===== config.mk =====
export PLATFORM = sky130hd
export DESIGN_NAME = instr_fetch_unit
export DESIGN_NICKNAME = d
export VERILOG_FILES = /design/src/rtl/instr_fetch_unit.sv
export SDC_FILE = /design/constraint.sdc
export NUM_CORES = 1
export LEC_CHECK = 0
export ABC_CLOCK_PERIOD_IN_PS = 2250
export BUFFER_PORTS_ARGS = -buffer_cell sky130_fd_sc_hd__buf_2
export CORE_MARGIN = 2
export CORE_UTILIZATION = 50
export CTS_CLUSTER_DIAMETER = 60
export DETAILED_ROUTE_END_ITERATION = 10
export PLACE_DENSITY = 0.81
export SKIP_LAST_GASP = 1
export SYNTH_ARGS = -nofsm -noshare
export SYNTH_HDL_FRONTEND = slang
export SYNTH_SLANG_ARGS = --single-unit

===== constraint.sdc =====
create_clock -name clk -period 2.25 [get_ports clk]
set_clock_uncertainty 0.2 [all_clocks]
set_input_delay 0.45 -clock clk [delete_from_list [all_inputs] [get_ports clk]]
set_output_delay 0.45 -clock clk [all_outputs]
set_load 0.05 [all_outputs]

===== src/rtl/instr_fetch_unit.sv =====
// Instruction fetch unit: drives the instruction-memory req/valid port from a
// running PC and buffers {pc,instr} pairs in a small prefetch FIFO for decode.
//
// Ports:
//   clk           clock, all state on rising edge
//   res           asynchronous active-low reset
//   instr_req     fetch request to memory (registered)
//   instr_addr    fetch byte address (registered, word aligned)
//   instr_valid   memory response valid (only honoured in REQ)
//   instr_read    memory response word
//   redirect      one-cycle pulse: flush and restart at redirect_addr
//   redirect_addr new PC, low two bits dropped
//   out_valid     FIFO head valid
//   out_instr     FIFO head instruction
//   out_pc        FIFO head PC
//   out_ready     decode accepts the head when out_valid is high

`ifndef PC_INIT_ADDR
`define PC_INIT_ADDR 32'h0000_0000
`endif

module instr_fetch_unit #(
  parameter logic [31:0] PC_INIT    = `PC_INIT_ADDR,
  parameter int          FIFO_DEPTH = 2
) (
  input  logic        clk,
  input  logic        res,
  output logic        instr_req,
  output logic [31:0] instr_addr,
  input  logic        instr_valid,
  input  logic [31:0] instr_read,
  input  logic        redirect,
  input  logic [31:0] redirect_addr,
  output logic        out_valid,
  output logic [31:0] out_instr,
  output logic [31:0] out_pc,
  input  logic        out_ready
);

  localparam int PW = (FIFO_DEPTH > 1) ? $clog2(FIFO_DEPTH) : 1;
  localparam int CW = $clog2(FIFO_DEPTH + 1);

  localparam logic [PW-1:0] PTR_LAST = PW'(FIFO_DEPTH - 1);
  localparam logic [CW-1:0] CNT_FULL = CW'(FIFO_DEPTH);

  typedef enum logic [1:0] {
    IDLE,
    REQ,
    DROP
  } state_e;

  state_e        state_q, state_d;
  logic [31:0]   pc_q, pc_d;
  logic          req_q, req_d;
  logic [31:0]   addr_q, addr_d;
  logic [PW-1:0] wr_ptr_q, wr_ptr_d;
  logic [PW-1:0] rd_ptr_q, rd_ptr_d;
  logic [CW-1:0] cnt_q, cnt_d;

  logic [31:0] fpc_q   [FIFO_DEPTH];
  logic [31:0] finstr_q[FIFO_DEPTH];

  logic push;
  logic pop;
  logic space;

  function automatic logic [PW-1:0] ptr_inc(
    input logic [PW-1:0] p
  );
    return (p == PTR_LAST) ? '0 : p + 1'b1;
  endfunction

  // Space uses the registered count only: a pop in the
  // issue cycle is not credited, so a push always fits.
  assign space = (cnt_q < CNT_FULL);

  always_comb begin
    state_d  = state_q;
    pc_d     = pc_q;
    req_d    = req_q;
    addr_d   = addr_q;
    wr_ptr_d = wr_ptr_q;
    rd_ptr_d = rd_ptr_q;
    cnt_d    = cnt_q;
    push     = 1'b0;
    pop      = 1'b0;

    if (redirect) begin
      // Abort any in-flight fetch; response and pop
      // arriving this cycle are discarded.
      pc_d     = redirect_addr & ~32'd3;
      req_d    = 1'b0;
      state_d  = DROP;
      wr_ptr_d = '0;
      rd_ptr_d = '0;
      cnt_d    = '0;
    end else begin
      pop = (cnt_q != '0) && out_ready;

      unique case (state_q)
        IDLE, DROP: begin
          if (space) begin
            req_d   = 1'b1;
            addr_d  = pc_q;
            state_d = REQ;
          end else begin
            state_d = IDLE;
          end
        end
        REQ: begin
          if (instr_valid) begin
            push    = 1'b1;
            pc_d    = pc_q + 32'd4;
            req_d   = 1'b0;
            state_d = DROP;
          end
        end
        default: begin
          state_d = IDLE;
        end
      endcase

      if (push) begin
        wr_ptr_d = ptr_inc(wr_ptr_q);
      end
      if (pop) begin
        rd_ptr_d = ptr_inc(rd_ptr_q);
      end

      case ({push, pop})
        2'b10:   cnt_d = cnt_q + 1'b1;
        2'b01:   cnt_d = cnt_q - 1'b1;
        default: cnt_d = cnt_q;
      endcase
    end
  end

  always_ff @(posedge clk or negedge res) begin
    if (!res) begin
      state_q  <= IDLE;
      pc_q     <= PC_INIT;
      req_q    <= 1'b0;
      addr_q   <= PC_INIT;
      wr_ptr_q <= '0;
      rd_ptr_q <= '0;
      cnt_q    <= '0;
    end else begin
      state_q  <= state_d;
      pc_q     <= pc_d;
      req_q    <= req_d;
      addr_q   <= addr_d;
      wr_ptr_q <= wr_ptr_d;
      rd_ptr_q <= rd_ptr_d;
      cnt_q    <= cnt_d;
    end
  end

  // In REQ, pc_q still equals the address being fetched.
  always_ff @(posedge clk or negedge res) begin
    if (!res) begin
      for (int i = 0; i < FIFO_DEPTH; i++) begin
        fpc_q[i]    <= '0;
        finstr_q[i] <= '0;
      end
    end else if (push) begin
      fpc_q[wr_ptr_q]    <= pc_q;
      finstr_q[wr_ptr_q] <= instr_read;
    end
  end

  assign instr_req  = req_q;
  assign instr_addr = addr_q;
  assign out_valid  = (cnt_q != '0);
  assign out_pc     = fpc_q[rd_ptr_q];
  assign out_instr  = finstr_q[rd_ptr_q];

endmodule

==> metrics.md <==
| Metric | Value |
|---|---|
| CP endpoint kind | `primary output` |
| GR Overflow Total | `0` |
| Post-synth top area share | `a little under three fifths` |
| Largest net degree at the start of global routing | `73` |
| Die height | `135 um` |
| Final worst setup slack | `-0.0839 ns` |
| #FFs+latches synth | `191` |
| Area of the core | `16600 um2` |
| Global-route wire length before repair | `30100 um` |
| Post-synth top cells | `191 x dfrtp_1, 177 x mux2_2, 34 x mux2_1` |
| Vias per cell | `5.46` |
| DRC errors left | `0` |
| Total CTS buffers | `17` |
| Cell Area, Synth | `8560 um2` |
| Port Buf Inserts | `160` |
| Placed cells | `1048` |
| Iter 0 DRT Violations | `409` |
| CP cell instances | `clkbuf_16, mux2_2, buf_2` |
| Critical Path Fanout Max | `12` |
| Comb power frac | `33.9%` |
| Fraction of layout cells with a size suffix above 1 | `51.1%` |
| Drt wl/cell | `~18 um` |
| Switching portion of total power | `36.7%` |
| Mapped Avg Cell Area | `13.0 um2` |
| Fin cells | `1085` |
| Drt first pass iters | `4` |
| CTS sink count | `approximately 190` |
| Count leader, synth | `dfrtp_1` |
| Crit-path max cell delay | `0.52 ns` |
| Clock Latency Late Sink | `~0.43 ns` |
| Cell Rows | `47` |
| Slew HR | `between 50% and 60%` |
| Final hold vios | `0` |
| Die ar. | `approximately 18000 um2` |
| Status | `finished, violations left` |
| WP data required | `1.60 ns` |
| Number of global-route vias before repair | `5915` |
| CP max-delay cell | `dfrtp_4` |
| Max Transition Viols Final | `0` |
| P&R area growth vs syn | `26.2%` |
| Chip Width | `135 um` |
| Critical Path AT | `1.68 ns` |
| Max cap viols | `0` |
| Internal power | `0.00688 W` |
| Initial core utilization | `51.4%` |
| Clock share of power | `26.3%` |
| PwrDens | `1010 nW/um2` |
| Hold WC Path Type | `input port to register` |
| Failing checks | `negative setup slack` |
| Sequential fraction of the synthesis area | `a little under three fifths` |
| Yosys cell types | `45` |
| WL final | `about 19000 um` |
| Worst-margin pin slew | `0.605 ns` |
| CTS tree | `done` |
| Worst Setup Start Kind | `register` |
| Final ANT Viol Nets | `0` |
| Crit path kind | `register to primary output` |
| Via count | `5928` |
| Fin crit period | `2.33 ns` |
| Crit share post-route | `104%` |
| Placed instance area | `~10000 um2` |
| Unrepaired setup endpoints after global routing | `yes` |
| I/O pin cnt | `167` |
| Gr usage total | `between 20% and 30%` |
| Synth Flop Type | `dfrtp_1` |
| Pre-CTS WS | `-0.0139 ns` |
| Post-Synthesis Cells | `approximately 660` |
| Post-synth top area cell | `dfrtp_1` |
| CTS Root Cell | `clkbuf_16` |
| Net Sw Power | `0.00398 W` |
| Maximum buffer depth of the clock tree | `2` |
| Peak Freq | `between 0.4 and 0.5 GHz` |
| Final instance area | `10800 um2` |
| Final setup viols | `62` |
| RD Place Congestion | `between 0.8 and 0.9` |
| Worst-path clk slew | `about 0.070 ns` |
| Leakage power | `5.02 nW` |
| Post-synth EDFFs | `0` |
| H-tree levels | `4` |
| Initial antenna violation count | `1` |
| Area contributors post-synth | `dfrtp_1 56%, mux2_2 23%, mux2_1 4.5%` |
| Ys Warns | `0` |
| Antenna diode instance count | `0` |
| Post-DP HPWL | `around 13000 um` |
| Nets@finish | `922` |
| Flop pwr share | `39.8%` |
| Post-synth ARST share | `100%` |
| Peak VDD IR | `around 0.00054 V` |
==> flip-flops by register name, summed over array words and instances (netlist names) <==
register,flops
finstr_q,64
fpc_q,60
instr_addr,30
pc_q,30
cnt_q,2
state_q,2
instr_req,1
rd_ptr_q,1
wr_ptr_q,1
==> power groups by stage <==
stage,clock network (W),logic (W),registers [W]
3_3_place_gp,0,0.00345,0.00435
4_1_cts,0.00293,0.00363,0.00432
2_1_floorplan,0,0.00229,0.00469
5_1_grt,0.00307,0.00386,0.00440
3_5_place_dp,0,0.00349,0.00439
6_report,0.00285,0.00368,0.00433
==> path summary, 6_finish.rpt <==
| path | from | to | slack, ns | cells after the start |
|---|---|---|---|---|
| hold / removal | redirect_addr[9] | pc_q[9] | 0.04 | 3 |
| setup / recovery | rd_ptr_q | out_instr[16] | -0.08 | 3 |
| max in group asynchronous | res | fpc_q[5] | 0.78 | 3 |
| min in group asynchronous | res | fpc_q[21] | 0.41 | 2 |
| setup reg to reg | pc_q[3] | pc_q[18] | 0 | 6 |
| hold reg to reg | fpc_q[36] | fpc_q[36] | 0.28 | 1 |
==> per-layer routing <==
| layer | track usage (%) | up-vias | part of all wire [%] |
|---|---|---|---|
| li1 | - | 2764 | - |
| met1 | 28.8 | 2982 | 44 |
| met3 | 4.69 | 23 | 4.7 |
| met5 | 0 | - | 0.068 |
| met2 | 35.0 | 157 | 50 |
| met4 | 6.02 | 2 | 1.3 |
==> cells by family after synthesis <==
group	count (synthesis)	share of synthesized area (%)
flip-flops	191	55.8
AO/OA/AOI/OAI	56	3.97
adder cells (fa/ha/maj)	1	0.146
buffers and inverters	55	2.82
AND/OR/NAND/NOR	130	8.10
multiplexers	212	27.9
XOR/XNOR	12	1.23
other	1	0.0438
==> timing repair <==
action	in CTS	in global routing
hold buffers	1	0
pin swaps	0	12
buffers inserted	1	2
endpoints found under the setup margin	59	70
endpoints found under the hold margin	66	0
gates resized for setup	33	53
gates cloned	0	2
==> stage by stage <==
| stage | hold WS, ns | setup TNS (ns) | utilization [%] | power (W) |
|---|---|---|---|---|
| floorplan | -0.0456 | 0 | - | 0.00698 |
| finish | 0.0351 | -4.06 | 64.9 | 0.0109 |
| CTS | 0.0195 | -4.77 | 64.0 | 0.0109 |
| global route | 0.0308 | -7.31 | 64.9 | 0.0113 |
| detailed placement | 0.271 | -0.0326 | 60.1 | 0.00788 |
| global placement | 0.258 | -0.00198 | 60.1 | 0.00780 |
==> critical path: cells and delay by family (launching register included) <==
kind	cells	cell delay, ns
flops	1	0.52
buf+inv	2	0.41
mux	1	0.33
==> layout by cell type (no fill, tap or decap), types with 4 or more instances in the layout <==
cell type,count
nand3_1,12
buf_12,9
buf_2,109
nand2_1,33
a31oi_1,16
buf_4,94
buf_6,4
xnor2_1,9
or4_4,4
o31ai_1,6
inv_1,6
nor4_1,6
o21ai_0,24
nand4_1,9
nor2_1,27
or3_1,6
or4_1,10
mux2_2,177
mux2_1,34
clkbuf_16,18
dfrtp_1,190
conb_1,4
==> area by class of cell <==
class	count	area, um2
Sequential cell	191	4780
Multi-Input combinational cell	416	3630
Timing Repair Buffer	219	1530
Clock buffer	20	447
Tap cell	220	275
Inverter	7	26.3
Clock inverter	12	111
Fill cell	1226	5840
Power figures use the tool's default switching activity.
